File: src/rtl/cache_axi_arbitrater_pkg.sv
// rtl/cache_axi_arbitrater_pkg.sv - shared states, AXI IDs, size codes and tie-offs for cache_axi_arbitrater
package cache_axi_arbitrater_pkg;

    typedef enum logic [2:0] {
        IDLE,
        RADDR,
        RDATA,
        WADDR,
        WRESP
    } arb_state_t;

    localparam logic [3:0] INST_ID = 4'd0;
    localparam logic [3:0] DATA_ID = 4'd1;

    localparam logic [1:0] SIZE_BYTE = 2'b00;
    localparam logic [1:0] SIZE_HALF = 2'b01;
    localparam logic [1:0] SIZE_WORD = 2'b10;

    localparam logic [3:0] AXI_LEN_SINGLE = 4'd0;
    localparam logic [1:0] AXI_BURST_INCR = 2'b01;
    localparam logic [1:0] AXI_LOCK_NONE  = 2'b00;
    localparam logic [3:0] AXI_CACHE_NONE = 4'b0000;
    localparam logic [2:0] AXI_PROT_NONE  = 3'b000;

endpackage

File: src/rtl/cache_axi_arbitrater_wstrb_gen.sv
// rtl/cache_axi_arbitrater_wstrb_gen.sv - byte-lane strobe from access size and address offset
module axi_wstrb_gen
    import cache_axi_arbitrater_pkg::*;
(
    input  logic [1:0] i_size,
    input  logic [1:0] i_offset,
    output logic [3:0] o_wstrb
);

    always_comb begin
        o_wstrb = 4'b1111;
        case (i_size)
            SIZE_BYTE: o_wstrb = 4'b0001 << i_offset;
            SIZE_HALF: o_wstrb = i_offset[1] ? 4'b1100 : 4'b0011;
            default:   o_wstrb = 4'b1111;
        endcase
    end

endmodule

File: src/rtl/cache_axi_arbitrater.sv
// rtl/cache_axi_arbitrater.sv - serialises inst/data cache requests onto one AXI3 master port
// Optional macro CACHE_AXI_EARLY_WACK_EN: acknowledge writes on AW+W completion, absorb B later.
module cache_axi_arbitrater
    import cache_axi_arbitrater_pkg::*;
(
    input  logic        clk,
    input  logic        resetn,
    output logic        stall_by_arbitrater,

    input  logic        inst_cache_req,
    input  logic [31:0] inst_cache_addr,
    input  logic        inst_cache_wr,
    input  logic [1:0]  inst_cache_size,
    input  logic [31:0] inst_cache_wdata,
    output logic [31:0] inst_cache_rdata,
    output logic        inst_cache_dok,

    input  logic        data_cache_req,
    input  logic [31:0] data_cache_addr,
    input  logic        data_cache_wr,
    input  logic [1:0]  data_cache_size,
    input  logic [31:0] data_cache_wdata,
    output logic [31:0] data_cache_rdata,
    output logic        data_cache_dok,

    output logic [3:0]  arid,
    output logic [31:0] araddr,
    output logic [3:0]  arlen,
    output logic [2:0]  arsize,
    output logic [1:0]  arburst,
    output logic [1:0]  arlock,
    output logic [3:0]  arcache,
    output logic [2:0]  arprot,
    output logic        arvalid,
    input  logic        arready,

    input  logic [3:0]  rid,
    input  logic [31:0] rdata,
    input  logic [1:0]  rresp,
    input  logic        rlast,
    input  logic        rvalid,
    output logic        rready,

    output logic [3:0]  awid,
    output logic [31:0] awaddr,
    output logic [3:0]  awlen,
    output logic [2:0]  awsize,
    output logic [1:0]  awburst,
    output logic [1:0]  awlock,
    output logic [3:0]  awcache,
    output logic [2:0]  awprot,
    output logic        awvalid,
    input  logic        awready,

    output logic [3:0]  wid,
    output logic [31:0] wdata,
    output logic [3:0]  wstrb,
    output logic        wlast,
    output logic        wvalid,
    input  logic        wready,

    input  logic [3:0]  bid,
    input  logic [1:0]  bresp,
    input  logic        bvalid,
    output logic        bready
);

    arb_state_t  r_state, w_next;
    logic [31:0] r_addr, r_wdata;
    logic [1:0]  r_size;
    logic        r_side;
    logic        r_inst_done, r_data_done, r_inst_dok, r_data_dok;
    logic [31:0] r_inst_rdata, r_data_rdata;
    logic        r_aw_done, r_w_done;
    logic        w_inst_pend, w_data_pend, w_finish, w_bready_fsm;
    logic        w_issue_block, w_b_absorb, w_unused;

    assign w_inst_pend         = inst_cache_req & ~r_inst_done;
    assign w_data_pend         = data_cache_req & ~r_data_done;
    assign stall_by_arbitrater = w_inst_pend | w_data_pend;

`ifdef CACHE_AXI_EARLY_WACK_EN
    logic r_b_pending;

    always_ff @(posedge clk) begin
        if (!resetn)
            r_b_pending <= 1'b0;
        else if (r_state == WADDR && w_next == IDLE)
            r_b_pending <= 1'b1;
        else if (bvalid)
            r_b_pending <= 1'b0;
    end

    assign w_issue_block = r_b_pending;
    assign w_b_absorb    = r_b_pending;
`else
    assign w_issue_block = 1'b0;
    assign w_b_absorb    = 1'b0;
`endif

    // Data side wins in IDLE; w_finish marks the cycle a transaction retires.
    always_comb begin
        w_next       = r_state;
        w_finish     = 1'b0;
        arvalid      = 1'b0;
        rready       = 1'b0;
        awvalid      = 1'b0;
        wvalid       = 1'b0;
        w_bready_fsm = 1'b0;
        case (r_state)
            IDLE: begin
                if (!w_issue_block) begin
                    if (w_data_pend)
                        w_next = data_cache_wr ? WADDR : RADDR;
                    else if (w_inst_pend)
                        w_next = inst_cache_wr ? WADDR : RADDR;
                end
            end
            RADDR: begin
                arvalid = 1'b1;
                if (arready)
                    w_next = RDATA;
            end
            RDATA: begin
                rready = 1'b1;
                if (rvalid) begin
                    w_finish = 1'b1;
                    w_next   = IDLE;
                end
            end
            WADDR: begin
                awvalid = ~r_aw_done;
                wvalid  = ~r_w_done;
                if ((r_aw_done | awready) & (r_w_done | wready)) begin
`ifdef CACHE_AXI_EARLY_WACK_EN
                    w_finish = 1'b1;
                    w_next   = IDLE;
`else
                    w_next   = WRESP;
`endif
                end
            end
            WRESP: begin
                w_bready_fsm = 1'b1;
                if (bvalid) begin
                    w_finish = 1'b1;
                    w_next   = IDLE;
                end
            end
            default: w_next = IDLE;
        endcase
    end

    always_ff @(posedge clk) begin
        if (!resetn) begin
            r_state      <= IDLE;
            r_addr       <= '0;
            r_size       <= '0;
            r_wdata      <= '0;
            r_side       <= 1'b0;
            r_inst_done  <= 1'b0;
            r_data_done  <= 1'b0;
            r_inst_dok   <= 1'b0;
            r_data_dok   <= 1'b0;
            r_inst_rdata <= '0;
            r_data_rdata <= '0;
            r_aw_done    <= 1'b0;
            r_w_done     <= 1'b0;
        end else begin
            r_state    <= w_next;
            r_inst_dok <= w_finish & ~r_side;
            r_data_dok <= w_finish & r_side;

            if (r_state == IDLE && w_next != IDLE) begin
                r_side  <= w_data_pend;
                r_addr  <= w_data_pend ? data_cache_addr  : inst_cache_addr;
                r_size  <= w_data_pend ? data_cache_size  : inst_cache_size;
                r_wdata <= w_data_pend ? data_cache_wdata : inst_cache_wdata;
            end

            if (r_state == WADDR && w_next == WADDR) begin
                r_aw_done <= r_aw_done | awready;
                r_w_done  <= r_w_done | wready;
            end else begin
                r_aw_done <= 1'b0;
                r_w_done  <= 1'b0;
            end

            if (r_state == RDATA && rvalid) begin
                if (r_side)
                    r_data_rdata <= rdata;
                else
                    r_inst_rdata <= rdata;
            end

            // The pipeline advances on any edge with stall low, retiring both done flags.
            if (w_finish && !r_side)
                r_inst_done <= 1'b1;
            else if (!stall_by_arbitrater)
                r_inst_done <= 1'b0;

            if (w_finish && r_side)
                r_data_done <= 1'b1;
            else if (!stall_by_arbitrater)
                r_data_done <= 1'b0;
        end
    end

    axi_wstrb_gen u_wstrb_gen (
        .i_size   (r_size),
        .i_offset (r_addr[1:0]),
        .o_wstrb  (wstrb)
    );

    assign inst_cache_rdata = r_inst_rdata;
    assign data_cache_rdata = r_data_rdata;
    assign inst_cache_dok   = r_inst_dok;
    assign data_cache_dok   = r_data_dok;

    assign arid    = r_side ? DATA_ID : INST_ID;
    assign awid    = arid;
    assign wid     = arid;
    assign araddr  = r_addr;
    assign awaddr  = r_addr;
    assign arsize  = {1'b0, r_size};
    assign awsize  = {1'b0, r_size};
    assign wdata   = r_wdata;
    assign wlast   = 1'b1;
    assign bready  = w_bready_fsm | w_b_absorb;

    assign arlen   = AXI_LEN_SINGLE;
    assign awlen   = AXI_LEN_SINGLE;
    assign arburst = AXI_BURST_INCR;
    assign awburst = AXI_BURST_INCR;
    assign arlock  = AXI_LOCK_NONE;
    assign awlock  = AXI_LOCK_NONE;
    assign arcache = AXI_CACHE_NONE;
    assign awcache = AXI_CACHE_NONE;
    assign arprot  = AXI_PROT_NONE;
    assign awprot  = AXI_PROT_NONE;

    // Response IDs and error codes carry no information for a single-outstanding master.
    assign w_unused = ^{rid, rresp, rlast, bid, bresp};

endmodule

File: config.mk
export PLATFORM = sky130hd
export DESIGN_NAME = cache_axi_arbitrater
export DESIGN_NICKNAME = d
export VERILOG_FILES = /design/src/rtl/cache_axi_arbitrater_pkg.sv /design/src/rtl/cache_axi_arbitrater_wstrb_gen.sv /design/src/rtl/cache_axi_arbitrater.sv
export SDC_FILE = /design/constraint.sdc
export NUM_CORES = 1
export LEC_CHECK = 0
export ABC_AREA = 1
export CORE_AREA = 2 2 160 162
export CTS_BUF_LIST = sky130_fd_sc_hd__clkbuf_8
export DETAILED_ROUTE_END_ITERATION = 7
export DIE_AREA = 0 0 162 164
export GPL_TIMING_DRIVEN = 0
export PLACE_DENSITY = 0.65
export SYNTH_ARGS = -nofsm -noshare
export SYNTH_HDL_FRONTEND = slang
export SYNTH_HIERARCHICAL = 1
export SYNTH_SLANG_ARGS = --single-unit
export TNS_END_PERCENT = 10
File: constraint.sdc
create_clock -name clk -period 1.4 [get_ports clk]
set_input_delay 0.35 -clock clk [delete_from_list [all_inputs] [get_ports clk]]
set_output_delay 0.35 -clock clk [all_outputs]
set_load 0.01 [all_outputs]
# Word-level counts from Yosys, hierarchy flattened
# Index checks and enable logic that the tools add are counted.
# word_totals
ff_bits,140
memories,0
mem_bits_ro,0
wordCells,73
ram_bits,0
out_inout_bits,221
inputBits,188
latchBits,0
# classes
order_cmp,0
multipliers,0
reduce_logical,12
mux,26
n_eq_ne,8
n_bitwise,13
n_shift,1
add_sub_neg,0
n_div,0
# ops
op,count
$mux 32,2
$mux 3,6
$pmux 3 s5,1
$mux 1,11
$eq 3x2->1 const B,3
$pmux 4 s2,1
$mux 2,3
$reduce_and 2->1,3
$and 1x1->1,5
$logic_and 1x1->1,5
$not 1->1,5
$mux 4,1
$ne 2x1->1 const B,2
$shl 1x2->4 const A,1
$eq 3x1->1 const B,1
$eq 3x3->1 const B,1
$logic_not 3->1,1
$or 1x1->1,3
$reduce_bool 3->1,1
$eq 2x1->1 const B,1
$logic_not 2->1,1
$pmux 1 s2,1
$logic_not 1->1,1

# Depth between registers and ports, before layout
# Gate-level depths: netlist (run 1).
# logic_depth
depth_word,8
mapped_depth,9
depth_no_buf,7

# Modules after synthesis
# The synthesis (run 1) kept the hierarchy.
# by_module_without_submodules
mod,cells_per_inst,area_each_um2,instances,seq_area_each_um2
cache_axi_arbitrater,944,6508.7,1,2802.7
axi_wstrb_gen,12,50.0,1,0.0

# Worst setup path before layout (run 1)
# Ideal clock, no wire load.
# synth_path
kind,input to register
start,input resetn
end,register r_addr[29] (netlist: araddr[29])
path_slack_ns,0.091
arrival_ns,1.177
n_path_buf,3
stages,5
path_cell_list,buf_2 clkinv_1 clkbuf_1 clkbuf_1 a21oi_1
# synth_rtl
element,line,text
"start, declared",cache_axi_arbitrater.sv:7,"input logic resetn,"
"end signal, assigned",cache_axi_arbitrater.sv:176,r_addr <= w_data_pend ? data_cache_addr : inst_cache_addr;
"end, declared",cache_axi_arbitrater.sv:69,"logic [31:0] r_addr, r_wdata;"
# No word-level cell between the ends.

# Worst setup path after layout (run 1)
# layout_path
start,register r_state[2]
end,register r_inst_rdata[2] (netlist: inst_cache_rdata[2])
# layout_via
elab_chain_len,3
# layout_rtl
element,line,text
"start, declared",cache_axi_arbitrater.sv:68,"arb_state_t r_state, w_next;"
"start signal, assigned",cache_axi_arbitrater.sv:170,r_state <= w_next;
$eq 3x2->1,cache_axi_arbitrater.sv:189,if (r_state == RDATA && rvalid) begin
$logic_and 1x1->1,cache_axi_arbitrater.sv:189,
$reduce_and 2->1 (no line),--,
"end signal, assigned",cache_axi_arbitrater.sv:193,r_inst_rdata <= rdata;
"end, declared",cache_axi_arbitrater.sv:73,"logic [31:0] r_inst_rdata, r_data_rdata;"
# Every way passes these cells.
# A chain may end at the register's enable or synchronous reset.

==> out/qor.csv, run 1 <==
stage,metric,value,unit
worst_setup_path,Worst Setup Start Kind,flop,
place,GPL Wtd Cong,0.914,
global_routing,first-pass GRT wire length,38.2,mm
floorplanning,Core Box Area,0.0248,mm²
sta,Max Transition Viols Final,0,
worst_setup_path,chain of cells forming the critical path,nor2_2 -> nand2_1 -> buf_4 -> nor2_4 -> buf_6 -> clkbuf_16 -> buf_6 -> nand3_1 -> a21oi_1,
worst_setup_path,Worst path max stage delay,370,ps
synth,Yosys cell types,23,
sta,Max-slew headroom,0.573,
worst_setup_path,reg2reg path depth,9,
global_routing,M2 GR Usage,0.326,
clock_tree,clk root buf,clkbuf_8,
sta,"Hold Vio Cnt, Final",0,
routing,WL final,26.1,mm
synth,synth top area cells,"dfxtp_1 43%, nand2_1 24%, a21oi_1 10%, buf_4 9.5%, nand3_1 5.3%",
worst_setup_path,worst reg2reg startpoint,r_state[2],
min_path,HP Start,resetn,
global_routing,M3 GR Usage,0.0482,
global_routing,GRT Util Overall,0.185,
floorplanning,Rows,58,
worst_setup_path,WP data arrival,1940,ps
floorplanning,Die ar.,0.0266,mm²
synth,asr flop ratio synth,0,
routing,DRC errors left,0,
clock_tree,clk buf depth,2,
synth,Synth Warn #,6,
finish,share of cells above drive strength 1,0.361,
floorplanning,starting density of the core,0.264,
min_path,Min-Delay Path Depth,3,
routing,final antenna-violating net count,0,
global_routing,"Remaining Overflow, GRT",0,
clock_tree,clk_lat worst skew,440,ps
synth,most common cell in the netlist,nand2_1,
min_path,type of the worst min-delay path,in2reg,
clock_tree,CTS H-tree depth,4,
place,IO buf count,352,
worst_setup_path,Buf/Inv on CP,4,
synth,Netlist Area Pre-Place,0.00656,mm²
floorplanning,Die Y,164,µm
global_routing,vias in the first global route,6926,
sta,final period utilization,1.11,
worst_setup_path,most common cell type on the critical path,buf_6,
synth,Yosys top cell area share,0.427,
sta,Final Skew,14.3,ps
min_path,endpoint of the worst hold path,r_state[0],
power_and_ir_drop,Peak VDD IR,0.557,mV
run_status,status,"complete, but fails checks",
sta,Fin Hold WS,213,ps
sta,max frequency,641,MHz
worst_setup_path,Setup crit end kind,flop,
worst_setup_path,Critical Path Slowest Stage Cell,dfxtp_4,
global_routing,most used routing layer,met2,
worst_setup_path,Worst Path Required,1770,ps
power_and_ir_drop,P_leak,5.29,nW
synth,#FFs+latches synth,140,
clock_tree,Clock Sinks,140,
worst_setup_path,Top delay family on crit path,buffers and inverters,
clock_tree,CTS tree,done,
power_and_ir_drop,total power,12.1,mW
synth,"Seq/Total Area, Yosys",0.427,
flow_run,max cap viols,0,
synth,dominant cell type by area after synthesis,dfxtp_1,
clock_tree,hold buffers post-CTS,0,
worst_setup_path,RR Endpoint,inst_cache_rdata[2],
sta,crit path time final,1560,ps
finish,final core area utilization,0.458,
synth,Post-Syn Area per Cell,6.86,µm²
clock_tree,Worst-path clk slew,100,ps
sta,Slew @ Worst Pin,640,ps
global_routing,largest net degree at the start of global routing,17,
sta,Setup WS post-layout,-161,ps
sta,RSZ-0062 raised after global routing,true,
worst_setup_path,Setup CP Type,reg2reg,
place,dpl hpwl,20.0,mm
synth,ys flop type,dfxtp_1,
power_and_ir_drop,Pwr Density,1060,mW/mm²
run_status,failing checks,setup timing,
routing,DR pass1 iterations,7,
synth,most frequent cells after synthesis,"419 x nand2_1, 140 x dfxtp_1, 131 x a21oi_1, 83 x buf_4, 70 x nand3_1",
routing,WL per Instance,15.0,µm
sta,final setup fails,106,
synth,Mapped Cells,956,
synth,Post-synth EDFFs,0,
routing,Iteration-0 DRC Markers,466,
worst_setup_path,CP Max Fanout,10,
clock_tree,CTS Buf Count,17,
floorplanning,io pins,409,
finish,nets@finish,1576,
routing,DR vias/cell,4.29,
global_routing,initial antenna violation count,2,
finish,area grow syn2layout,73.5,%
worst_setup_path,reg2reg setup slack,-160,ps
global_routing,met1 Track Usage GR,0.226,
routing,Via Count,7426,
floorplanning,DIE WIDTH,162,µm
==> power breakdown <==
| part | switching (mW) | internal, mW | total [mW] |
|---|---|---|---|
| registers | 0.290 | 4.38 | 4.67 |
| logic | 1.98 | 2.06 | 4.04 |
| clock network | 1.88 | 1.50 | 3.38 |
| total | 4.14 | 7.94 | 12.1 |
==> registers in the layout, indices dropped and copies added (netlist names) <==
register,count
r_w_done,1
data_cache_dok,1
data_cache_rdata,32
r_state,3
r_side,1
r_inst_done,1
wdata,32
r_data_done,1
inst_cache_dok,1
r_aw_done,1
araddr,32
inst_cache_rdata,32
r_size,2
==> cell usage in the layout (no fill, tap or decap), drive strengths merged <==
cell type,netlist,layout
a21oi,132,132
buf,108,298
bufinv,0,1
clkbuf,34,52
clkdlybuf4s15,0,9
clkdlybuf4s50,0,171
clkinv,1,8
clkinvlp,0,3
conb,2,42
dfxtp,140,140
diode,0,1
dlygate4sd2,0,1
dlymetal6s2s,0,1
inv,20,24
nand2,421,421
nand3,71,71
nand3b,2,2
nand4,2,2
nor2,16,16
nor3,2,2
o21a,1,1
o21ai,4,4
==> cell type report <==
type | count | area (µm²)
plain buffers | 142 | 1240
clock buffers | 17 | 234
multi-input cells | 693 | 3070
fillers | 2586 | 13400
well taps | 330 | 413
repair buffers | 373 | 3190
diodes | 1 | 2.50
inverters | 21 | 87.6
flip-flops and latches | 140 | 2960
clock inverters | 15 | 180
==> worst max-delay path by stage <==
stage / startpoint / endpoint / slack, ps / depth (start not counted)
6_report: r_state[2] / inst_cache_rdata[2] / -160 / 9
3_5_place_dp: data_cache_req / araddr[29] / -910 / 8
2_1_floorplan: resetn / araddr[29] / 90 / 5
3_3_place_gp: data_cache_req / araddr[29] / -860 / 8
4_1_cts: r_size[0] / wstrb[2] / -180 / 5
5_1_grt: r_state[2] / data_cache_rdata[29] / -240 / 8
==> metrics by stage <==
stage	setup TNS, ps	worst slack, ps	instances	cell area (µm²)
3_3_place_gp	-78360	-863	1678	10600
5_1_grt	-20570	-239	1731	11400
6_report	-8690	-161	1732	11400
4_1_cts	-6290	-181	1720	11300
2_1_floorplan	0	90.5	996	6710
3_5_place_dp	-82540	-912	1678	10600
==> worst register-to-register path, stage by stage (launching register included) <==
cell	delay, ps
dfxtp_4	370
nor2_2	110
nand2_1	80
buf_4	150
nor2_4	180
buf_6	140
clkbuf_16	130
buf_6	130
nand3_1	90
a21oi_1	130
==> per-layer routing <==
metal	wire length [µm]	vias up	part of all wire
li1	-	3785	-
met1	11000	3372	0.42
met3	1740	19	0.067
met5	0	-	0
met4	342	0	0.013
met2	12900	250	0.50
==> timing repair <==
item / CTS / global route
resized for setup: 821 / 174
pin swaps: 5 / 47
endpoints found under the setup margin: 309 / 237
cloned: 0 / 4
setup buffers: 10 / 7
==> cells by family (layout without fill, tap and decap cells) <==
family	after synthesis	after routing	share of synthesized area
flops	140	140	0.427
compound gates	137	137	0.105
simple gates	514	514	0.312
other cells	2	43	0.00115
buf+inv	163	568	0.154
Note: power is estimated with default switching activity, not from simulation.
==> run 2: changes to the inputs <==
--- a/config.mk
+++ b/config.mk
@@ -6,12 +6,13 @@
 export NUM_CORES = 1
 export LEC_CHECK = 0
 export ABC_AREA = 1
-export CORE_AREA = 2 2 160 162
+export CORE_AREA = 2 2 159 161
 export CTS_BUF_LIST = sky130_fd_sc_hd__clkbuf_8
 export DETAILED_ROUTE_END_ITERATION = 7
-export DIE_AREA = 0 0 162 164
+export DIE_AREA = 0 0 161 163
 export GPL_TIMING_DRIVEN = 0
-export PLACE_DENSITY = 0.65
+export PLACE_DENSITY = 0.66
+export SKIP_LAST_GASP = 1
 export SYNTH_ARGS = -nofsm -noshare
 export SYNTH_HDL_FRONTEND = slang
 export SYNTH_HIERARCHICAL = 1
==> constraint.sdc (replaced) <==
create_clock -name clk -period 1.9 [get_ports clk]
set_input_delay 0.475 -clock clk [delete_from_list [all_inputs] [get_ports clk]]
set_output_delay 0.475 -clock clk [all_outputs]
set_load 0.01 [all_outputs]
==> out/qor.csv, run 2 (same netlist as run 1, synthesis figures left out) <==
stage,metric,value,unit,change
worst_setup_path,critical path depth,4,,was 9
routing,DR vias/cell,4.23,,was 4.29
sta,Slew @ Worst Pin,717,ps,was 640 ps
worst_setup_path,Worst Path Required,1420,ps,was 1770 ps
global_routing,initial antenna violation count,3,,was 2
clock_tree,Clock Sinks,140,,unchanged
finish,nets@finish,1555,,was 1576
routing,DRC errors left,0,,unchanged
min_path,type of the worst min-delay path,in2reg,,unchanged
floorplanning,Die Y,163,µm,was 164 µm
finish,cell area after layout,0.0111,mm²,was 0.0114 mm²
worst_setup_path,reg2reg path depth,6,,was 9
clock_tree,Worst-path clk slew,80,ps,was 100 ps
power_and_ir_drop,switching share of power,0.335,,was 0.343
clock_tree,clk buf depth,2,,unchanged
min_path,HP Start,resetn,,unchanged
place,IO buf count,352,,unchanged
routing,DR pass1 iterations,5,,was 7
floorplanning,io pins,409,,unchanged
worst_setup_path,Critical Path Slowest Stage Cell,clkdlybuf4s50_1,,was dfxtp_4
worst_setup_path,RR Endpoint,inst_cache_rdata[17],,was inst_cache_rdata[2]
floorplanning,Core Box Area,0.0247,mm²,was 0.0248 mm²
finish,multi-input logic area,0.00291,mm²,was 0.00307 mm²
sta,final period utilization,1.07,,
power_and_ir_drop,register share of total power,0.393,,was 0.386
sta,Setup WS post-layout,-131,ps,was -161 ps
global_routing,GRT Util Overall,0.182,,was 0.185
power_and_ir_drop,Peak VDD IR,0.307,mV,was 0.557 mV
sta,setup_tns,-963,ps,was -8690 ps
worst_setup_path,Top delay family on crit path,buffers and inverters,,unchanged
clock_tree,Post-CTS Setup Bufs,0,,was 10
routing,final antenna-violating net count,0,,unchanged
run_status,status,"complete, but fails checks",,unchanged
sta,Final Skew,13.9,ps,was 14.3 ps
sta,Fin Hold WS,332,ps,was 213 ps
floorplanning,starting density of the core,0.266,,was 0.264
routing,Iteration-0 DRC Markers,429,,was 466
power_and_ir_drop,P_leak,4.77,nW,was 5.29 nW
worst_setup_path,reg2reg setup slack,160,ps,was -160 ps
worst_setup_path,CP Max Fanout,8,,was 10
floorplanning,DIE WIDTH,161,µm,was 162 µm
finish,register area,0.00284,mm²,was 0.00296 mm²
min_path,endpoint of the worst hold path,r_state[0],,unchanged
power_and_ir_drop,Switch Pwr,2.88,mW,was 4.14 mW
flow_run,max cap viols,0,,unchanged
finish,Final Non-Filler Cells,1712,,was 1732
worst_setup_path,Worst path max stage delay,490,ps,was 370 ps
sta,max frequency,492,MHz,
worst_setup_path,Setup CP Type,in2out,,was reg2reg
floorplanning,Die ar.,0.0262,mm²,was 0.0266 mm²
sta,RSZ-0062 raised after global routing,true,,unchanged
clock_tree,CTS H-tree depth,4,,unchanged
finish,"most common cell after layout, fill and taps aside",nand2_1,,unchanged
finish,share of cells above drive strength 1,0.117,,was 0.361
worst_setup_path,chain of cells forming the critical path,clkdlybuf4s50_1 -> nand2_2 -> nand2_1 -> clkdlybuf4s15_1,,was nor2_2 -> nand2_1 -> buf_4 -> nor2_4 -> buf_6 -> clkbuf_16 -> buf_6 -> nand3_1 -> a21oi_1
sta,final setup fails,29,,was 106
finish,area grow syn2layout,69.3,%,was 73.5%
sta,Max Transition Viols Final,0,,unchanged
power_and_ir_drop,Pwr Density,775,mW/mm²,was 1060 mW/mm²
place,GPL Wtd Cong,0.894,,was 0.914
min_path,Min-Delay Path Depth,3,,unchanged
place,placed instance count,1678,,unchanged
floorplanning,Rows,58,,unchanged
routing,WL final,24.9,mm,was 26.1 mm
finish,layout filler cell count,2521,,was 2586
sta,"Hold Vio Cnt, Final",0,,unchanged
global_routing,vias in the first global route,6816,,was 6926
worst_setup_path,WP data arrival,1560,ps,was 1940 ps
clock_tree,hold buffers post-CTS,0,,unchanged
global_routing,largest net degree at the start of global routing,17,,unchanged
finish,most frequent cells in the layout,"419 x nand2_1, 334 x clkdlybuf4s50_1, 131 x a21oi_1",,"was 410 x nand2_1, 171 x clkdlybuf4s50_1, 128 x buf_2"
routing,WL per Instance,14.6,µm,was 15.0 µm
worst_setup_path,Worst Setup Start Kind,primary input,,was flop
power_and_ir_drop,internal power,5.72,mW,was 7.94 mW
power_and_ir_drop,Clock Power Share,0.283,,was 0.280
global_routing,"Remaining Overflow, GRT",0,,unchanged
worst_setup_path,worst reg2reg startpoint,r_side,,was r_state[2]
global_routing,first-pass GRT wire length,37.1,mm,was 38.2 mm
clock_tree,CTS tree,done,,unchanged
clock_tree,clk root buf,clkbuf_8,,unchanged
power_and_ir_drop,combinational share of power,0.323,,was 0.334
routing,Via Count,7246,,was 7426
clock_tree,CTS Buf Count,17,,unchanged
sta,Max-slew headroom,0.522,,was 0.573
run_status,failing checks,setup timing,,unchanged
worst_setup_path,Setup crit end kind,output pin,,was flop
place,placed cell areas,0.0106,mm²,unchanged
worst_setup_path,Buf/Inv on CP,2,,was 4
clock_tree,clk_lat worst skew,450,ps,was 440 ps
place,dpl hpwl,19.5,mm,was 20.0 mm
sta,crit path time final,2030,ps,
run 2: cell count changes in the layout (fill, tap and decap cells not counted), sizes merged, moves of 2 or more:
cell / previous run / this run
dlymetal6s2s: 1 / 11
clkdlybuf4s50: 171 / 334
buf: 298 / 108
clkinv: 8 / 6
clkinvlp: 3 / 1
clkdlybuf4s15: 9 / 5
inv: 24 / 28
run 2: worst max path at each step:
stage	from	to	slack [ps]
5_1_grt	data_cache_req	stall_by_arbitrater	-220
2_1_floorplan	resetn	araddr[29]	470
3_3_place_gp	data_cache_req	stall_by_arbitrater	-440
3_5_place_dp	data_cache_req	stall_by_arbitrater	-440
4_1_cts	data_cache_req	stall_by_arbitrater	-190
6_report	data_cache_req	stall_by_arbitrater	-130
run 2: power by group through the flow:
stage	sequential, mW	combinational [mW]	clock (mW)
6_report	3.39	2.78	2.44
5_1_grt	3.42	3.04	2.67
4_1_cts	3.39	2.82	2.53
3_5_place_dp	3.44	2.82	0
3_3_place_gp	3.44	2.80	0
2_1_floorplan	3.50	1.27	0
run 2: worst reg2reg max path, cell delays in order (launching register included):
cell and delay (ps):
dfxtp_4 370, buf_2 220, inv_1 180, nand2_1 250, clkbuf_1 410, nand2_1 110, a21oi_1 140
run 2: area by class of cell:
| cell class | count | share of cell area |
|---|---|---|
| Timing Repair Buffer | 352 | 0.320 |
| Multi-Input combinational cell | 693 | 0.262 |
| Sequential cell | 140 | 0.256 |
| Buffer | 142 | 0.0837 |
| Tap cell | 330 | 0.0372 |
| Clock buffer | 17 | 0.0211 |
| Clock inverter | 15 | 0.0134 |
| Inverter | 21 | 0.00710 |
| Antenna cell | 2 | 0.000451 |
run 2: timing repair:
item,4_1_cts,5_1_grt
setup endpoints to repair,66,121
pin swaps,0,0
gates resized for setup,25,24
hold endpoints to repair,0,0
run 2: metal layers:
layer / share of wire / wire, µm / up-vias / track usage
met3: 0.063 / 1580 / 29 / 0.0486
met1: 0.43 / 10700 / 3220 / 0.224
li1: - / - / 3739 / -
met2: 0.48 / 12100 / 256 / 0.306
met4: 0.022 / 545 / 2 / 0.0653
met5: 0.00052 / 13 / - / 0
run 2: stage by stage:
| stage | setup WS (ps) | util | total power, mW |
|---|---|---|---|
| after global placement | -437 | 0.431 | 6.24 |
| after detailed placement | -442 | 0.431 | 6.26 |
| after global routing | -221 | 0.450 | 9.12 |
| after floorplan | 466 | - | 4.77 |
| after CTS | -185 | 0.448 | 8.74 |
| final | -131 | 0.450 | 8.60 |
